### config.mk
export PLATFORM = sky130hd
export DESIGN_NAME = pooling_seq
export DESIGN_NICKNAME = d
export VERILOG_FILES = /design/src/rtl/pooling_seq.sv
export SDC_FILE = /design/constraint.sdc
export NUM_CORES = 1
export LEC_CHECK = 0
export BUFFER_PORTS_ARGS = -buffer_cell sky130_fd_sc_hd__buf_2
export CAP_MARGIN = 5
export CORE_ASPECT_RATIO = 0.75
export CORE_MARGIN = 4
export CORE_UTILIZATION = 29
export CTS_CLUSTER_SIZE = 10
export DETAILED_ROUTE_END_ITERATION = 10
export HOLD_SLACK_MARGIN = 0.03
export MAX_ROUTING_LAYER = met4
export SLEW_MARGIN = 20
export SYNTH_ARGS = -nofsm -noshare
export SYNTH_HDL_FRONTEND = slang
export SYNTH_SLANG_ARGS = --single-unit
### constraint.sdc
create_clock -name clk -period 5.78 [get_ports clk]
set_input_delay 0.578 -clock clk [delete_from_list [all_inputs] [get_ports clk]]
set_output_delay 0.578 -clock clk [all_outputs]
set_load 0.01 [all_outputs]
### src/rtl/pooling_seq.sv
`default_nettype none
// ============================================================================
//  Module   : pooling_seq
//  Purpose  : Per-layer sequencer for the pooling datapath. It latches a command,
//             publishes the pool configuration, fires pool_start, and counts
//             input and output tiles until the layer drains.
//  Revision : 1.0  initial release
// ============================================================================
module pooling_seq #(
    parameter int MAX_POOL_SIZE     = 8,
    parameter int MAX_W             = 256,
    parameter int MAX_H             = 256,
    parameter int MAX_AVGPOOL_DENOM = 64,
    parameter int MAX_TILES         = 1024
) (
    input  logic                                 clk,
    input  logic                                 resetn,
    input  logic                                 cmd_valid,
    output logic                                 cmd_ready,
    input  logic [1:0]                           cmd_type,
    input  logic [$clog2(MAX_POOL_SIZE)-1:0]     cmd_size,
    input  logic [$clog2(MAX_POOL_SIZE)-1:0]     cmd_stride,
    input  logic [$clog2(MAX_W)-1:0]             cmd_w,
    input  logic [$clog2(MAX_H)-1:0]             cmd_h,
    input  logic [$clog2(MAX_TILES)-1:0]         cmd_tiles,
    output logic [1:0]                           pool_type,
    output logic [$clog2(MAX_POOL_SIZE)-1:0]     pool_size,
    output logic [$clog2(MAX_POOL_SIZE)-1:0]     pool_stride,
    output logic [$clog2(MAX_W)-1:0]             pool_size_w,
    output logic [$clog2(MAX_H)-1:0]             pool_size_h,
    output logic [$clog2(MAX_AVGPOOL_DENOM)-1:0] pool_avg_pool_denom,
    output logic                                 pool_start,
    input  logic                                 pool_ready,
    input  logic                                 in_valid,
    input  logic                                 in_last_tile_n_elm,
    output logic                                 in_stall,
    input  logic                                 out_valid,
    input  logic                                 out_last_tile_n_elm,
    output logic                                 busy,
    output logic                                 done,
    output logic                                 err
);
    localparam int c_SW = $clog2(MAX_POOL_SIZE);
    localparam int c_WW = $clog2(MAX_W);
    localparam int c_HW = $clog2(MAX_H);
    localparam int c_DW = $clog2(MAX_AVGPOOL_DENOM);
    localparam int c_TW = $clog2(MAX_TILES);
    localparam int c_QW = 2 * c_SW;

    typedef enum logic [2:0] {
        S_IDLE  = 3'd0,
        S_LOAD  = 3'd1,
        S_START = 3'd2,
        S_RUN   = 3'd3,
        S_DRAIN = 3'd4,
        S_DONE  = 3'd5
    } state_t;

    state_t          r_state;
    logic [1:0]      r_type;
    logic [c_SW-1:0] r_size;
    logic [c_SW-1:0] r_stride;
    logic [c_WW-1:0] r_w;
    logic [c_HW-1:0] r_h;
    logic [c_DW-1:0] r_denom;
    logic [c_TW-1:0] r_tiles;
    logic [c_TW-1:0] r_in_tiles;
    logic [c_TW-1:0] r_out_tiles;
    logic            r_legal;
    logic            r_bypass;
    logic            r_pool_start;
    logic            r_done;
    logic            r_err;

    logic [c_QW-1:0] w_sq;
    logic            w_cmd_bypass;
    logic            w_cmd_legal;
    logic            w_accept;
    logic            w_in_ev;
    logic            w_in_inc;
    logic            w_out_phase;
    logic            w_out_ev;
    logic            w_out_full;
    logic            w_out_inc;
    logic            w_err_set;
    logic [c_TW-1:0] w_in_nxt;
    logic [c_TW-1:0] w_out_nxt;

    assign w_sq         = c_QW'(cmd_size) * c_QW'(cmd_size);
    assign w_cmd_bypass = (cmd_size <= c_SW'(1));
    assign w_cmd_legal  = (cmd_tiles != '0) &&
                          (w_cmd_bypass ||
                           ((cmd_stride != '0) && (cmd_stride <= cmd_size) &&
                            (32'(w_sq) < 32'(MAX_AVGPOOL_DENOM))));

    assign cmd_ready = (r_state == S_IDLE);
    assign busy      = (r_state != S_IDLE);
    assign w_accept  = cmd_valid & cmd_ready;

    // Bypass layers never back-pressure while running; everything else follows the datapath.
    assign in_stall  = (r_state == S_RUN) ? (~r_bypass & ~pool_ready) : 1'b1;

    assign w_in_ev     = in_valid & in_last_tile_n_elm;
    assign w_in_inc    = (r_state == S_RUN) & w_in_ev & ~in_stall & (r_in_tiles != r_tiles);
    assign w_out_phase = (r_state == S_RUN) || (r_state == S_DRAIN);
    assign w_out_ev    = (w_out_phase & r_bypass) ? w_in_inc
                                                  : (out_valid & out_last_tile_n_elm);
    assign w_out_full  = (r_out_tiles == r_tiles);
    assign w_out_inc   = w_out_phase & w_out_ev & ~w_out_full;

    assign w_in_nxt  = r_in_tiles + c_TW'(w_in_inc);
    assign w_out_nxt = r_out_tiles + c_TW'(w_out_inc);

    assign w_err_set = (w_in_ev & (r_state != S_RUN)) |
                       (w_out_ev & ((r_state == S_IDLE) | w_out_full)) |
                       ((r_state == S_LOAD) & ~r_legal);

    always_ff @(posedge clk or negedge resetn) begin
        if (!resetn) begin
            r_state      <= S_IDLE;
            r_type       <= '0;
            r_size       <= '0;
            r_stride     <= '0;
            r_w          <= '0;
            r_h          <= '0;
            r_denom      <= '0;
            r_tiles      <= '0;
            r_in_tiles   <= '0;
            r_out_tiles  <= '0;
            r_legal      <= 1'b0;
            r_bypass     <= 1'b0;
            r_pool_start <= 1'b0;
            r_done       <= 1'b0;
            r_err        <= 1'b0;
        end else begin
            r_pool_start <= 1'b0;
            r_done       <= 1'b0;
            r_err        <= w_err_set | (r_err & ~w_accept);
            r_in_tiles   <= w_in_nxt;
            r_out_tiles  <= w_out_nxt;
            case (r_state)
                S_IDLE: begin
                    if (cmd_valid) begin
                        r_tiles  <= cmd_tiles;
                        r_legal  <= w_cmd_legal;
                        r_bypass <= w_cmd_bypass;
                        // Config is captured at accept so it is already stable during LOAD,
                        // one cycle ahead of pool_start; illegal commands leave it untouched.
                        if (w_cmd_legal) begin
                            r_type   <= cmd_type;
                            r_size   <= cmd_size;
                            r_stride <= cmd_stride;
                            r_w      <= cmd_w;
                            r_h      <= cmd_h;
                            r_denom  <= c_DW'(w_sq);
                        end
                        r_state <= S_LOAD;
                    end
                end
                S_LOAD: begin
                    if (r_legal) begin
                        r_pool_start <= ~r_bypass;
                        r_state      <= S_START;
                    end else begin
                        r_done  <= 1'b1;
                        r_state <= S_DONE;
                    end
                end
                S_START: r_state <= S_RUN;
                S_RUN: begin
                    if (w_in_nxt == r_tiles) r_state <= S_DRAIN;
                end
                S_DRAIN: begin
                    if (w_out_nxt == r_tiles) begin
                        r_done  <= 1'b1;
                        r_state <= S_DONE;
                    end
                end
                S_DONE: begin
                    r_in_tiles  <= '0;
                    r_out_tiles <= '0;
                    r_state     <= S_IDLE;
                end
                default: r_state <= S_IDLE;
            endcase
        end
    end

    assign pool_type           = r_type;
    assign pool_size           = r_size;
    assign pool_stride         = r_stride;
    assign pool_size_w         = r_w;
    assign pool_size_h         = r_h;
    assign pool_avg_pool_denom = r_denom;
    assign pool_start          = r_pool_start;
    assign done                = r_done;
    assign err                 = r_err;

endmodule
`default_nettype wire

==> impl_results.rst, run 1 <==
.. list-table::
   :header-rows: 1

   * - Metric
     - Value
   * - Run status
     - finished clean
   * - Path depth of the worst reg2reg path
     - 12
   * - Biggest cell delay along the critical path
     - about 0.5 ns
   * - Critical path buffer and inverter count
     - 0
   * - Hpwl dp
     - roughly 6.6 mm
   * - Post-CTS setup repair buffer count
     - 0
   * - Switching power
     - roughly 0.74 mW
   * - Most used flip-flop cell after synthesis
     - sky130_fd_sc_hd__dfrtp_1
   * - Clock skew
     - between 0.007 and 0.008 ns
   * - Synth warn
     - 0
   * - Layout net count
     - 461
   * - Worst-case vdd ir drop
     - 0.2088 mV
   * - Critical path peak fanout
     - 13
   * - Number of H-tree branching levels
     - 3
   * - Mux cell area share after synthesis
     - about an eighth
   * - Total track usage
     - 12.95%
   * - Antenna violations before repair
     - 1
   * - Slack of the worst reg-to-reg path
     - about 2.3 ns
   * - Final TNS setup
     - 0 ns
   * - Mean number of vias per cell
     - 4.739
   * - Die outline area
     - about 14000 um2
   * - Max clock buf depth
     - 2
   * - Port bufs
     - 76
   * - Total via count in the routed design
     - approximately 2800
   * - Critical Setup Path Class
     - register to register
   * - Crit. Startpoint
     - r_state[1]
   * - Maximum frequency from static timing analysis
     - 286.9 MHz
   * - Worst Path Required
     - 6.02 ns
   * - Global route overflow
     - 0
   * - Final count of negative-setup-slack endpoints
     - 0
   * - P&R area growth vs syn
     - 22.04%
   * - Library cell contributing the largest single delay on the critical path
     - sky130_fd_sc_hd__dfrtp_1
   * - Number of DRC violations after detailed-routing iteration 0
     - 180
   * - Average instance area after synthesis
     - approximately 11 um2
   * - Net Sw Frac
     - about a third
   * - Setup slack of the critical path after layout
     - around 2.3 ns
   * - Xor and xnor fraction of the mapped netlist area
     - roughly an eighth
   * - Clock edge transition at the registers on the reported setup and hold paths
     - 0.05 ns
   * - Internal power
     - around 1.4 mW
   * - Layout cells sized above 1
     - 31.81%
   * - Number of maximum-capacitance constraint violations
     - 0
   * - Wire length of the first global-routing pass
     - between 10 and 15 mm
   * - Headroom to the max-slew limit
     - a little over two fifths
   * - Top Family by Delay on Critical Path
     - simple AND/OR/NAND/NOR gates
   * - Worst-case setup slack after placement
     - between 2 and 2.5 ns
   * - Core box area
     - about 12000 um2
   * - Transition at the pin with the smallest max-transition slack
     - approximately 0.86 ns
   * - Tightest Hold Check Type
     - input port to asynchronous set/reset pin
   * - Clock latency on the worst-skew pair
     - about 0.33 ns
   * - Power per Cell Area
     - around 480 nW/um2
   * - Sequential share of power
     - about two fifths
   * - Capturing element type of the critical path
     - register
   * - TritonCTS clock tree
     - yes
   * - Count of distinct cell types in the synthesized netlist
     - 55
   * - Share of synthesized area occupied by flip-flops and latches
     - 45.17%
   * - Weighted congestion reported at the end of routability-driven placement
     - around 0.91
   * - Count of flip-flops with a built-in enable after synthesis
     - 0
   * - Number of placement rows
     - 35
   * - Number of failing hold endpoints at the final stage
     - 0
   * - Leak pwr
     - ~2.1 nW
   * - Netlist Area Pre-Place
     - roughly 3700 um2
   * - Largest family of logic cells by synthesized area
     - simple AND/OR/NAND/NOR gates
   * - Max-slew violation count
     - 0
   * - Root Driver
     - sky130_fd_sc_hd__clkbuf_16
   * - Wire length reported by the detailed router
     - just under 9 mm
   * - # DRC
     - 0
   * - Pre-Repair DR Iteration Count
     - 4
   * - Initial standard-cell utilization of the core
     - slightly below 30%
   * - Via count of the first global-routing pass
     - 2726
   * - Final min period
     - ~3.5 ns
   * - Startpoint type of the worst setup path
     - register
   * - Wire length per cell after detailed routing
     - roughly 15 um
   * - Post_cts resized
     - 0
   * - Chain of cells forming the critical path
     - and3b_1, a32oi_1, nand2_1, a31oi_1, o211a_1, ha_1, nand4_2, or3_4, xnor2_2, o2111ai_1, or4_1, a21oi_1
   * - Number of buffers added to fix hold violations after cts
     - 0
   * - Synthesized-area fraction occupied by and/or/nand/nor cells
     - 16.94%
   * - Part of the total power dissipated in combinational logic
     - between 30% and 40%
   * - Count of mapped cells out of synthesis
     - between 300 and 400
   * - Setup repair after global routing missed its margin
     - no
   * - Die height
     - 105.2 um
   * - Async set-reset flop share out of synthesis
     - between 90% and 100%
   * - CTS Buf Count
     - 9
   * - Reg-to-reg endpoint
     - done
   * - Portion of the clock cycle consumed by the worst path in the final layout
     - 60.30%
   * - Data arrival at the endpoint of the critical path
     - around 3.7 ns
   * - Horizontal die dimension
     - between 100 and 150 um
   * - Post-synthesis share of cell area spent on full adders, half adders and majority gates
     - under 10%
   * - Clock Sink Count
     - 66
   * - Final-layout fill cell count
     - about 1200
   * - Portion of total power attributed to the clock network
     - 26.2%
   * - Residual antenna-violating net count after detailed routing
     - 0
   * - Number of storage elements in the synthesis netlist
     - 66
   * - Number of top-level pins
     - 78
   * - Maximum number of pins on one net before global-route repair
     - 67
   * - Source of the worst register-to-register timing path
     - r_state[1]
   * - Area fraction in compound gates after synthesis
     - ~7%
   * - Post-Synthesis Net Count
     - approximately 400
-- state kept, by name (all words and copies together) (netlist names) --
register	count
done	1
r_out_tiles	10
pool_size	3
r_in_tiles	10
pool_size_w	8
pool_stride	3
r_tiles	10
err	1
r_legal	1
pool_start	1
pool_avg_pool_denom	4
pool_size_h	8
pool_type	2
r_bypass	1
r_state	3
-- worst max path at each step --
stage            to  slack (ns)  cells after the start
3_5_place_dp   done        2.34                     13
2_1_floorplan  done        2.86                     13
6_report       done        2.29                     12
5_1_grt        done        2.11                     12
3_3_place_gp   done        2.42                     13
4_1_cts        done        2.33                     12
-- logic make-up (layout without fill, tap and decap cells) --
kind of cell / Yosys count / count (layout)
and+or+nand+nor: 114 / 114
DFF: 66 / 66
xor gates and xnor gates: 48 / 48
muxes: 40 / 40
AOI/OAI and AO/OA: 37 / 37
buffers and inverters: 29 / 100
adders and majority gates: 9 / 9
other: 1 / 2
-- layer usage --
| layer | share of wire, % | up-vias | GRT usage (%) |
|---|---|---|---|
| met3 | 8.5 | 7 | 4.771 |
| met5 | 0 | - | - |
| met2 | 43 | 93 | 17.93 |
| li1 | - | 1323 | - |
| met4 | 0.90 | 0 | 3.063 |
| met1 | 48 | 1335 | 17.98 |
-- stage by stage --
stage               hold slack (ns)  cells  cell area, um2  utilization (%)  power [mW]
floorplan                    0.2824    344            3656                -       1.333
global placement             0.4690    566            4158            33.79       1.590
detailed placement           0.4762    566            4158            33.79       1.599
CTS                          0.4499    581            4459            36.24       2.178
global route                 0.4512    582            4462            36.26       2.303
finish                       0.4371    582            4462            36.26       2.153
-- placed cells by master, fill, tap and decap left out, types with 9 or more instances in the layout --
cell	synthesis	layout
sky130_fd_sc_hd__nor2b_1	10	10
sky130_fd_sc_hd__nand2_1	21	21
sky130_fd_sc_hd__xor2_1	17	17
sky130_fd_sc_hd__clkbuf_16	0	9
sky130_fd_sc_hd__a21oi_1	9	9
sky130_fd_sc_hd__xnor2_1	29	29
sky130_fd_sc_hd__buf_2	6	76
sky130_fd_sc_hd__mux2_2	31	31
sky130_fd_sc_hd__nor2_1	32	32
sky130_fd_sc_hd__dfrtp_1	66	66
-- area by class of cell --
class,instances,area [um2],area share (%)
clock buffers,12,236.5,5.300
repair buffers,78,395.4,8.861
well taps,166,207.7,4.655
multi-input cells,249,1877,42.06
diodes,1,2.502,0.05609
clock inverters,3,65.06,1.458
flip-flops and latches,66,1652,37.02
inverters,7,26.28,0.5889
-- power by group through the flow --
stage | logic (mW) | registers (mW) | clock network, mW
6_report | 0.764 | 0.826 | 0.563
5_1_grt | 0.844 | 0.855 | 0.604
4_1_cts | 0.773 | 0.823 | 0.581
3_5_place_dp | 0.769 | 0.830 | 0
3_3_place_gp | 0.769 | 0.822 | 0
2_1_floorplan | 0.538 | 0.795 | 0
-- synthesized netlist by cell type, types with 3 or more instances --
library cell | instances | area, um2
sky130_fd_sc_hd__a21oi_1 | 9 | 45.04
sky130_fd_sc_hd__a31oi_1 | 3 | 18.77
sky130_fd_sc_hd__and2_1 | 3 | 18.77
sky130_fd_sc_hd__and3b_1 | 3 | 26.28
sky130_fd_sc_hd__buf_2 | 6 | 30.03
sky130_fd_sc_hd__clkbuf_1 | 11 | 41.29
sky130_fd_sc_hd__dfrtp_1 | 66 | 1652
sky130_fd_sc_hd__ha_1 | 8 | 100.1
sky130_fd_sc_hd__inv_1 | 6 | 22.52
sky130_fd_sc_hd__mux2_1 | 8 | 90.09
sky130_fd_sc_hd__mux2_2 | 31 | 349.1
sky130_fd_sc_hd__nand2_1 | 21 | 78.83
sky130_fd_sc_hd__nand2b_1 | 7 | 43.79
sky130_fd_sc_hd__nand3_1 | 6 | 30.03
sky130_fd_sc_hd__nand4_1 | 6 | 37.54
sky130_fd_sc_hd__nor2_1 | 32 | 120.1
sky130_fd_sc_hd__nor2b_1 | 10 | 62.56
sky130_fd_sc_hd__nor3_1 | 6 | 30.03
sky130_fd_sc_hd__nor3b_1 | 3 | 22.52
sky130_fd_sc_hd__nor4_1 | 3 | 18.77
sky130_fd_sc_hd__o21ai_0 | 8 | 40.04
sky130_fd_sc_hd__xnor2_1 | 29 | 254.0
sky130_fd_sc_hd__xor2_1 | 17 | 148.9
Note: power is estimated with default switching activity, not from simulation.
==> inputs of run 2 (changes only) <==
--- a/config.mk
+++ b/config.mk
@@ -5,6 +5,7 @@
 export SDC_FILE = /design/constraint.sdc
 export NUM_CORES = 1
 export LEC_CHECK = 0
+export ABC_AREA = 1
 export BUFFER_PORTS_ARGS = -buffer_cell sky130_fd_sc_hd__buf_2
 export CAP_MARGIN = 5
 export CORE_ASPECT_RATIO = 0.75
==> constraint.sdc (replaced) <==
create_clock -name clk -period 3 [get_ports clk]
set_input_delay 0.3 -clock clk [delete_from_list [all_inputs] [get_ports clk]]
set_output_delay 0.3 -clock clk [all_outputs]
set_load 0.01 [all_outputs]
==> impl_results.rst, run 2 <==
.. list-table::
   :header-rows: 1

   * - Metric
     - Value
   * - Run status
     - finished with violations
   * - Failing checks
     - hold timing
   * - Mean number of vias per cell
     - 4.538 (-4.2%)
   * - Number of storage elements in the synthesis netlist
     - 66 (unchanged)
   * - Max clock buf depth
     - 2 (unchanged)
   * - Netlist Area Pre-Place
     - 3710 um2 (+1.5%)
   * - # DRC
     - 0 (unchanged)
   * - Number of top-level pins
     - 78 (unchanged)
   * - Biggest cell delay along the critical path
     - 0.42 ns (-0.08 ns)
   * - Maximum number of pins on one net before global-route repair
     - 47 (-30%)
   * - Worst Path Required
     - 3.21 ns (-2.81 ns)
   * - Horizontal die dimension
     - 138.6 um (+0.69%)
   * - Most frequent standard cell in the layout excluding fill and tap cells
     - sky130_fd_sc_hd__nand2_1
   * - Library cell occupying the most area in the post-synthesis netlist
     - sky130_fd_sc_hd__dfrtp_1
   * - Residual antenna-violating net count after detailed routing
     - 0 (unchanged)
   * - Largest family of logic cells by synthesized area
     - simple AND/OR/NAND/NOR gates
   * - Clock edge transition at the registers on the reported setup and hold paths
     - 0.05 ns (about the same)
   * - Area fraction in compound gates after synthesis
     - 6.610% (-0.20 points)
   * - Proportion of netlist area held by the largest area contributor
     - 44.52% (-0.66 points)
   * - Die height
     - 106.0 um (+0.67%)
   * - P&R area growth vs syn
     - 27.79%
   * - Max-slew violation count
     - 0 (unchanged)
   * - Total area of multi-input combinational cells
     - 1795 um2 (-4.3%)
   * - Xor and xnor fraction of the mapped netlist area
     - 5.194% (-6.9 points)
   * - Number of H-tree branching levels
     - 3 (unchanged)
   * - Diode insertion count for antenna repair
     - 0 (-1)
   * - Ranking of synthesized cells by instance count
     - sky130_fd_sc_hd__nand2_1 (181), sky130_fd_sc_hd__dfrtp_1 (66), sky130_fd_sc_hd__inv_1 (58)
   * - Startpoint type of the worst setup path
     - register
   * - Top Family by Delay on Critical Path
     - simple AND/OR/NAND/NOR gates
   * - DP Cell Count
     - 745 (+32%)
   * - Number of DRC violations after detailed-routing iteration 0
     - 251 (+39%)
   * - Max layer used
     - met4
   * - Antenna violations before repair
     - 0 (-1)
   * - Chain of cells forming the critical path
     - inv_2, nand3_1, inv_2, o21ai_0, nor2_1, nand2_2, o21ai_2, nand2_1, nor2_2, ha_2, nand2_1, nor2_2, buf_4, nand3_1, nand2_1, nand3_1, nor2_1, nand2_1, nand2_1, inv_1, o21bai_1
   * - Capturing element type of the critical path
     - register
   * - Hpwl dp
     - 8.075 mm (+22%)
   * - Number of maximum-capacitance constraint violations
     - 0 (unchanged)
   * - Async set-reset flop share out of synthesis
     - 100.0% (unchanged)
   * - Setup slack of the critical path after layout
     - 0.2284 ns (-2.067 ns)
   * - Biggest area contributors in the synthesized netlist
     - sky130_fd_sc_hd__dfrtp_1 (45%), sky130_fd_sc_hd__nand2_1 (18%), sky130_fd_sc_hd__nand3_1 (6.5%)
   * - Maximum frequency from static timing analysis
     - 360.8 MHz (+26%)
   * - Critical path peak fanout
     - 4 (-9)
   * - Initial standard-cell utilization of the core
     - 29.93% (+0.22 points)
   * - Share of synthesized area occupied by flip-flops and latches
     - 44.52% (-0.66 points)
   * - Post-synthesis share of cell area spent on full adders, half adders and majority gates
     - 2.698% (-0.31 points)
   * - Number of placement rows
     - 35 (unchanged)
   * - Fin util
     - 38.25% (+2.0 points)
   * - Total track usage
     - 14.88% (+1.9 points)
   * - Most used flip-flop cell after synthesis
     - sky130_fd_sc_hd__dfrtp_1
   * - Mux cell area share after synthesis
     - 0% (-12 points)
   * - Wire length reported by the detailed router
     - 10.36 mm (+17%)
   * - Core box area
     - 12390 um2 (+0.71%)
   * - Synthesized-area fraction occupied by and/or/nand/nor cells
     - 32.04% (+15 points)
   * - Synth warn
     - 0 (unchanged)
   * - Final TNS setup
     - 0 ns (unchanged)
   * - Critical Setup Path Class
     - register to register
   * - Total design power
     - 4.184 mW (+94%)
   * - Worst-case vdd ir drop
     - 0.2993 mV (+43%)
   * - Wire length per cell after detailed routing
     - 13.50 um (-11%)
   * - Post-layout instance area
     - 4741 um2 (+6.3%)
   * - Headroom to the max-slew limit
     - 58.44% (+16 points)
   * - CTS Buf Count
     - 9 (unchanged)
   * - Average instance area after synthesis
     - 7.420 um2 (-30%)
   * - Routed met3 length
     - 560 um (-26%)
   * - Placement Cell Area
     - 4329 um2 (+4.1%)
   * - Tightest Hold Check Type
     - input port to asynchronous set/reset pin
   * - Layout cells sized above 1
     - 23.79% (-8.0 points)
   * - Final-layout fill cell count
     - 1251 (+2.9%)
   * - Clock Sink Count
     - 66 (unchanged)
   * - Port bufs
     - 76 (unchanged)
   * - Clock skew
     - 0.005669 ns (-0.001647 ns)
   * - Most numerous cell in the Yosys netlist
     - sky130_fd_sc_hd__nand2_1
   * - Layout net count
     - 647 (+40%)
   * - Wire length of the first global-routing pass
     - 17.12 mm (+21%)
   * - Number of failing hold endpoints at the final stage
     - 11 (+11)
   * - Clock latency on the worst-skew pair
     - 0.33 ns (about the same)
   * - Highest-count cells in the layout ignoring fill and taps
     - sky130_fd_sc_hd__nand2_1 (178), sky130_fd_sc_hd__buf_2 (75), sky130_fd_sc_hd__dfrtp_1 (62)
   * - Data arrival at the endpoint of the critical path
     - 2.98 ns (-0.74 ns)
   * - Final min period
     - 2.772 ns (-0.7135 ns)
   * - Worst-case setup slack after placement
     - 0.06718 ns (-2.270 ns)
   * - Regs by FF count
     - r_in_tiles x10, r_out_tiles x10, r_tiles x10
   * - FF+latch area
     - 1657 um2 (+0.30%)
   * - Pre-Repair DR Iteration Count
     - 5 (+1)
   * - Count of mapped cells out of synthesis
     - 500 (+45%)
   * - Power per Cell Area
     - 882.6 nW/um2 (+83%)
   * - Leak pwr
     - 2.569 nW (+23%)
   * - Post-layout instance count excluding filler cells
     - 767 (+32%)
   * - Post-Synthesis Net Count
     - 550 (+40%)
   * - Count of flip-flops with a built-in enable after synthesis
     - 0 (unchanged)
   * - Portion of the clock cycle consumed by the worst path in the final layout
     - 92.39% (+32 points)
   * - Count of distinct cell types in the synthesized netlist
     - 31 (-44%)
   * - Final Hold Slack
     - -0.007852 ns (-0.4450 ns)
   * - Die outline area
     - 14680 um2 (+1.4%)
   * - Weighted congestion reported at the end of routability-driven placement
     - 0.9516 (+4.0%)
   * - Root Driver
     - sky130_fd_sc_hd__clkbuf_16
   * - Total via count in the routed design
     - 3481 (+26%)
   * - Critical path buffer and inverter count
     - 4 (+4)
   * - Post-route met1 wirelength
     - 4.825 mm (+14%)
   * - Library cell contributing the largest single delay on the critical path
     - sky130_fd_sc_hd__dfrtp_1
   * - Via count of the first global-routing pass
     - 3404 (+25%)
   * - Final count of negative-setup-slack endpoints
     - 0 (unchanged)
   * - Transition at the pin with the smallest max-transition slack
     - 0.6234 ns (-0.2391 ns)
   * - Most frequent cell on the critical path
     - sky130_fd_sc_hd__nand2_1
   * - TritonCTS clock tree
     - yes
   * - Met2 wire len
     - 4.740 mm (+26%)
   * - Global route overflow
     - 0 (unchanged)
## run 2: cell types whose count changed after synthesis, sizes merged, moves of 5 or more
cell    delta
nand2    +159
inv       +54
nand3     +42
mux2      -39
xnor2     -20
o21ai     +15
nor2      +10
nor2b     -10
nand2b     -7
clkbuf     -6
xor2       -5
## run 2: layout make-up
type	count	area share, %
multi-input combinational	359	37.87
clock inverter	3	0.8445
sequential	66	34.94
tap	166	4.381
inverter	61	4.883
timing repair buffer	100	11.88
clock buffer	12	5.199
## run 2: worst paths after layout
| check | start | endpoint | slack [ns] | cells past startpoint |
|---|---|---|---|---|
| setup / recovery | r_state[2] | r_state[2] | 0.23 | 21 |
| hold / removal | resetn | pool_size_w[4] | -0.008 | 1 |
| setup reg to reg | r_state[2] | r_state[2] | 0.23 | 21 |
| hold reg to reg | pool_avg_pool_denom[3] | pool_avg_pool_denom[3] | 0.47 | 2 |
| max in group asynchronous | resetn | r_tiles[0] | 2.38 | 2 |
| min in group clk | cmd_tiles[5] | r_tiles[5] | 0.20 | 3 |
## run 2: logic make-up (layout without fill, tap and decap cells)
family                   count (synthesis)  after routing
other                                    1              1
flip-flops                              66             66
AO/OA/AOI/OAI                           42             42
buffers and inverters                   75            176
AND/OR/NAND/NOR                        286            286
XOR/XNOR                                22             22
adder cells (fa/ha/maj)                  8              8
## run 2: worst register-to-register path, cell delays in order, from the launching register on
cell and delay, ns:
sky130_fd_sc_hd__dfrtp_1 0.42, sky130_fd_sc_hd__inv_2 0.10, sky130_fd_sc_hd__nand3_1 0.12, sky130_fd_sc_hd__inv_2 0.10, sky130_fd_sc_hd__o21ai_0 0.10, sky130_fd_sc_hd__nor2_1 0.13
sky130_fd_sc_hd__nand2_2 0.08, sky130_fd_sc_hd__o21ai_2 0.13, sky130_fd_sc_hd__nand2_1 0.08, sky130_fd_sc_hd__nor2_2 0.12, sky130_fd_sc_hd__ha_2 0.20, sky130_fd_sc_hd__nand2_1 0.10
sky130_fd_sc_hd__nor2_2 0.13, sky130_fd_sc_hd__buf_4 0.15, sky130_fd_sc_hd__nand3_1 0.07, sky130_fd_sc_hd__nand2_1 0.09, sky130_fd_sc_hd__nand3_1 0.09, sky130_fd_sc_hd__nor2_1 0.09
sky130_fd_sc_hd__nand2_1 0.09, sky130_fd_sc_hd__nand2_1 0.10, sky130_fd_sc_hd__inv_1 0.04, sky130_fd_sc_hd__o21bai_1 0.14
## run 2: per-layer routing
metal,GRT usage (%),vias to the layer above
met3,3.462,18
met1,19.32,1609
met5,-,-
met4,5.289,0
met2,22.95,87
li1,-,1767
## run 2: repair_timing
action                                  in CTS  in global routing
hold buffers                                 0                  0
setup buffers                                0                  7
gates resized for setup                      0                 25
endpoints found under the setup margin       0                  4
## run 2: where the power goes
| group | internal, mW | switching, mW | leakage (nW) |
|---|---|---|---|
| combinational | 0.681 | 1.02 | 1.58 |
| clock | 0.658 | 0.367 | 0.142 |
| sequential | 1.20 | 0.252 | 0.850 |
